$ cat config.mk
export PLATFORM = sky130hd
export DESIGN_NAME = csa_resolve_serial
export DESIGN_NICKNAME = d
export VERILOG_FILES = /design/src/rtl/adder_tree_pkg.sv /design/src/rtl/csa_chunk_add.sv /design/src/rtl/csa_resolve_serial.sv
export SDC_FILE = /design/constraint.sdc
export NUM_CORES = 1
export LEC_CHECK = 0
export CAP_MARGIN = 20
export CORE_ASPECT_RATIO = 1.1
export CORE_MARGIN = 3
export CORE_UTILIZATION = 57
export CTS_BUF_LIST = sky130_fd_sc_hd__clkbuf_8
export DETAILED_ROUTE_END_ITERATION = 8
export GPL_TIMING_DRIVEN = 0
export HOLD_SLACK_MARGIN = 0.12
export PLACE_DENSITY = 0.87
export SETUP_SLACK_MARGIN = 0.02
export SLEW_MARGIN = 10
export SYNTH_ARGS = -nofsm -noshare
export SYNTH_HDL_FRONTEND = slang
export SYNTH_SLANG_ARGS = --single-unit
$ cat constraint.sdc
create_clock -name clk -period 4.77 [get_ports clk]
set_clock_uncertainty 0.15 [all_clocks]
set_input_delay 0.954 -clock clk [delete_from_list [all_inputs] [get_ports clk]]
set_output_delay 0.954 -clock clk [all_outputs]
set_load 0.05 [all_outputs]
$ cat src/rtl/adder_tree_pkg.sv
`default_nettype none
// ============================================================================
// Module      : adder_tree_pkg
// Description : Shared types for the adder-tree block family (resolver FSM).
// Revision    : 1.0 - initial release
// ============================================================================
package adder_tree_pkg;

    typedef enum logic [1:0] {
        IDLE = 2'd0,
        BUSY = 2'd1,
        DONE = 2'd2
    } resolve_state_t;

    // Counter width that stays legal when only one value is needed.
    function automatic int idx_width(input int n);
        return (n > 1) ? $clog2(n) : 1;
    endfunction

endpackage
`default_nettype wire

$ cat src/rtl/csa_chunk_add.sv
`default_nettype none
// ============================================================================
// Module      : csa_chunk_add
// Description : Combinational CHUNK_W-bit adder with carry-in and carry-out.
// Revision    : 1.0 - initial release
// ============================================================================
module csa_chunk_add #(
    parameter int CHUNK_W = 4
) (
    input  logic [CHUNK_W-1:0] i_a,
    input  logic [CHUNK_W-1:0] i_b,
    input  logic               i_cin,
    output logic [CHUNK_W-1:0] o_sum,
    output logic               o_cout
);

    logic [CHUNK_W:0] w_total;

    assign w_total         = {1'b0, i_a} + {1'b0, i_b} + {{CHUNK_W{1'b0}}, i_cin};
    assign {o_cout, o_sum} = w_total;

endmodule
`default_nettype wire

$ cat src/rtl/csa_resolve_serial.sv
`default_nettype none
// ============================================================================
// Module      : csa_resolve_serial
// Description : Resolves a carry-save pair into a binary sum, CHUNK_W bits
//               per cycle, behind valid/ready handshakes on both sides.
// Revision    : 1.0 - initial release
// ============================================================================
module csa_resolve_serial
    import adder_tree_pkg::*;
#(
    parameter  int DATA_W   = 8,
    parameter  int CHUNK_W  = 4,
    localparam int N_CHUNK  = DATA_W / CHUNK_W,
    localparam int O_DATA_W = DATA_W + 1
) (
    input  logic                clk,
    input  logic                rst,
    input  logic                i_valid,
    output logic                i_ready,
    input  logic [DATA_W-1:0]   i_sum,
    input  logic [DATA_W-1:0]   i_carry,
    output logic                o_valid,
    input  logic                o_ready,
    output logic [O_DATA_W-1:0] o_data
);

    localparam int                 c_IDX_W    = idx_width(N_CHUNK);
    localparam logic [c_IDX_W-1:0] c_LAST_IDX = c_IDX_W'(N_CHUNK - 1);

    generate
        if ((DATA_W % CHUNK_W) != 0) begin : g_bad_width
            $error("csa_resolve_serial: DATA_W must be a multiple of CHUNK_W");
        end
    endgenerate

    resolve_state_t      r_state;
    resolve_state_t      w_state_next;
    logic [c_IDX_W-1:0]  r_idx;
    logic                r_chunk_carry;
    logic [DATA_W-1:0]   r_sum;
    logic [DATA_W-1:0]   r_carry;
    logic [DATA_W-1:0]   r_res;
    logic [DATA_W-1:0]   w_res_next;
    logic [CHUNK_W-1:0]  w_chunk_sum;
    logic                w_chunk_cout;
    logic                w_last;

    assign w_last = (r_idx == c_LAST_IDX);

    // Operands shift right each BUSY cycle so the active chunk is always the
    // low slice; resolved chunks enter the result from the top.
    csa_chunk_add #(
        .CHUNK_W (CHUNK_W)
    ) u_chunk_add (
        .i_a    (r_sum[CHUNK_W-1:0]),
        .i_b    (r_carry[CHUNK_W-1:0]),
        .i_cin  (r_chunk_carry),
        .o_sum  (w_chunk_sum),
        .o_cout (w_chunk_cout)
    );

    assign w_res_next = (r_res >> CHUNK_W) | (DATA_W'(w_chunk_sum) << (DATA_W - CHUNK_W));

    always_ff @(posedge clk or posedge rst) begin
        if (rst) begin
            r_state <= IDLE;
        end else begin
            r_state <= w_state_next;
        end
    end

    always_comb begin
        w_state_next = r_state;
        case (r_state)
            IDLE:    if (i_valid) w_state_next = BUSY;
            BUSY:    if (w_last)  w_state_next = DONE;
            DONE:    if (o_ready) w_state_next = IDLE;
            default: w_state_next = IDLE;
        endcase
    end

    always_comb begin
        i_ready = (r_state == IDLE);
        o_valid = (r_state == DONE);
    end

    always_ff @(posedge clk or posedge rst) begin
        if (rst) begin
            r_idx         <= '0;
            r_chunk_carry <= 1'b0;
            r_sum         <= '0;
            r_carry       <= '0;
            r_res         <= '0;
            o_data        <= '0;
        end else begin
            case (r_state)
                IDLE: begin
                    if (i_valid) begin
                        r_sum         <= i_sum;
                        r_carry       <= i_carry;
                        r_idx         <= '0;
                        r_chunk_carry <= 1'b0;
                    end
                end
                BUSY: begin
                    r_sum         <= r_sum >> CHUNK_W;
                    r_carry       <= r_carry >> CHUNK_W;
                    r_chunk_carry <= w_chunk_cout;
                    r_res         <= w_res_next;
                    if (w_last) begin
                        r_idx  <= '0;
                        o_data <= {w_chunk_cout, w_res_next};
                    end else begin
                        r_idx  <= r_idx + 1'b1;
                    end
                end
                default: ;
            endcase
        end
    end

endmodule
`default_nettype wire

==> results.json <==
{
  "io_buffers": 30,
  "critPathLaunchType": "register",
  "vdd_drop_max_mv": 0.671,
  "synth_seq_area_share_pct": 53.0,
  "drv_cap": 0,
  "dr_wl_met2_mm": 1.74,
  "grt_max_degree": 19,
  "initial_core_util_pct": 61.3,
  "clk_latency_ps": 290,
  "slowest_stage": "clkdlybuf4s50_1",
  "wl_mm": 3.31,
  "cts_setup_buffers": 0,
  "holdBufCountCts": 0,
  "path_max_fanout": 10,
  "rsz0062_at_grt": "no",
  "hpwl_mm": 2.43,
  "cp_top_family": "buffers and inverters",
  "critPathMaxStageDelay_ps": 790,
  "grt_pass1_wl_mm": 5.73,
  "dp.cells": 207,
  "cp_data_arrival_time_ps": 2150,
  "max_freq_mhz": 307,
  "drive_gt1_share_pct": 15.2,
  "finalSetupViolations": 0,
  "synthesis.area_per_instance_um2": 10.8,
  "path_clk_slew_ps": 60,
  "grt_usage_pct": 22.7,
  "synthFlopType": "dfrtp_1",
  "dieArea_mm2": 0.00340,
  "clock_path_buffers": 2,
  "tightest_slew_ps": 764,
  "gp_congestion": 0.804,
  "drt_iter0_markers": 42,
  "antenna_found_initial": 0,
  "cts_buffers": 5,
  "max_slew_margin_pct": 49.0,
  "routed_via_density": 5.57,
  "min_path_type": "reg -> reg",
  "ys_ff_latch": 33,
  "synth-edff-count": 0,
  "syn_nets": 170,
  "wl_met3_um": 212,
  "final_net_count": 208,
  "synthCells": 145,
  "final_core_util_pct": 79.7,
  "clkSinkCount": 33,
  "ant_nets": 0,
  "drc_errors": 0,
  "crit_chain": "buf_2 -> clkbuf_1 -> nand2_1 -> inv_1 -> clkdlybuf4s50_1",
  "cts_root_buf": "clkbuf_8",
  "cts_max_level": 2,
  "ys_types": 30,
  "hold_viol_final": 0,
  "path_buf_inv": 4,
  "powerDensity_mw_per_mm2": 723,
  "period_share_pct": 68.2,
  "finalNonFillerCells": 215,
  "core-area_mm2": 0.00254,
  "setup_tns_ps": 0,
  "p_leak_nw": 0.938,
  "dieWidth_um": 55.9,
  "synthesis.area_mm2": 0.00156,
  "die_h_um": 60.9,
  "synthArstFlopShare_pct": 100,
  "syn2layout_area_growth_pct": 30.0,
  "antenna_cells": 0,
  "grt-ovfl-total": 0,
  "status": "completed",
  "grt_pass1_vias": 1277,
  "routedLengthMet1_mm": 1.30,
  "fillers": 162,
  "most-common-layout-cells": "dfrtp_1 (33), clkdlybuf4s50_1 (30), nand2_1 (19), o21ai_0 (19), inv_1 (9)",
  "period_needed_ps": 3250,
  "maxSlewViolCount": 0,
  "required_ps": 3670,
  "worstSetupEndpointType": "output pin",
  "final_common_cell": "dfrtp_1",
  "routed.top_layer": "met4",
  "dr_total_vias": 1197,
  "wl_per_cell_um": 15.4,
  "ys_warn_count": 0,
  "cts_resized": 0,
  "fp-row-count": 19,
  "drt-pass1-iter-count": 4,
  "num_io_pins": 31,
  "holdWs_ps": 337,
  "path_class": "reg -> out",
  "cts_tree": "yes"
}
-- final timing paths --
path	cells past startpoint	from	slack, ps	to
hold / removal	2	o_data[8]	340	o_data[8]
setup / recovery	5	r_state[1]	1520	o_valid
setup reg to reg	7	r_sum[0]	2760	r_chunk_carry
hold reg to reg	2	o_data[8]	340	o_data[8]
min in group asynchronous	2	rst	960	r_sum[5]
max in group asynchronous	3	rst	2970	r_res[7]
-- power breakdown --
part           internal, mW  switching, mW  total, mW
Sequential            0.406         0.0843      0.490
Combinational         0.299          0.446      0.745
Clock                 0.130          0.100      0.230
-- registers in the layout, summed over array words and instances, names as in the netlist --
signal and flops:
o_data 9, r_carry 8, r_sum 8, r_res 4
r_state 2, r_chunk_carry 1, r_idx 1
-- logic make-up (layout without fill, tap and decap cells) --
family | Yosys count | in the layout | share of synthesized area [%]
AO/OA/AOI/OAI | 50 | 50 | 20.6
XOR/XNOR | 2 | 2 | 1.12
adder cells (fa/ha/maj) | 5 | 5 | 4.98
buffers and inverters | 16 | 55 | 4.89
flip-flops | 33 | 33 | 53.0
multiplexers | 4 | 4 | 3.85
AND/OR/NAND/NOR | 35 | 35 | 11.6
-- cells in the mapped netlist, types with 2 or more instances --
library cell / n / area, um^2
dfrtp_1: 33 / 826
nand2_1: 19 / 71.3
o21ai_0: 19 / 95.1
inv_1: 9 / 33.8
a21oi_1: 8 / 40.0
nor2b_1: 6 / 37.5
a22oi_1: 5 / 37.5
a22o_1: 4 / 35.0
buf_2: 4 / 20.0
mux2_4: 4 / 60.1
o21ai_2: 4 / 35.0
a2bb2oi_1: 3 / 26.3
a31oi_1: 3 / 18.8
ha_1: 3 / 37.5
nor2_1: 3 / 11.3
and2_1: 2 / 12.5
and2_2: 2 / 15.0
fa_1: 2 / 40.0
-- layer usage --
layer | up-vias | global-route usage, %
met5 | - | 0
met1 | 568 | 23.6
met3 | 7 | 7.66
met4 | 0 | 9.83
li1 | 576 | -
met2 | 46 | 42.6
-- tightest hold or removal path: stages (launching register included) --
cell and delay [ps]:
dfrtp_1 340, nand2_1 60, o21ai_2 50
-- cell type report --
cell class              count  area (um^2)  share of cell area (%)
well taps                  31         38.8                    1.91
plain buffers               7         42.5                    2.10
inverters                   9         33.8                    1.67
repair buffers             31          328                    16.2
flip-flops and latches     33          826                    40.7
clock buffers               7         96.3                    4.75
multi-input cells          96          657                    32.4
clock inverters             1         5.00                   0.247
-- metrics by stage --
step / worst slack (ps) / cell area [um^2] / total power [mW]
3_3_place_gp: 1820 / 1900 / 1.19
6_report: 1520 / 2030 / 1.47
3_5_place_dp: 1820 / 1930 / 1.23
4_1_cts: 1500 / 2030 / 1.47
5_1_grt: 1340 / 2030 / 1.57
2_1_floorplan: 2500 / 1560 / 1.02
No activity file was read; power rests on OpenSTA's default activity.
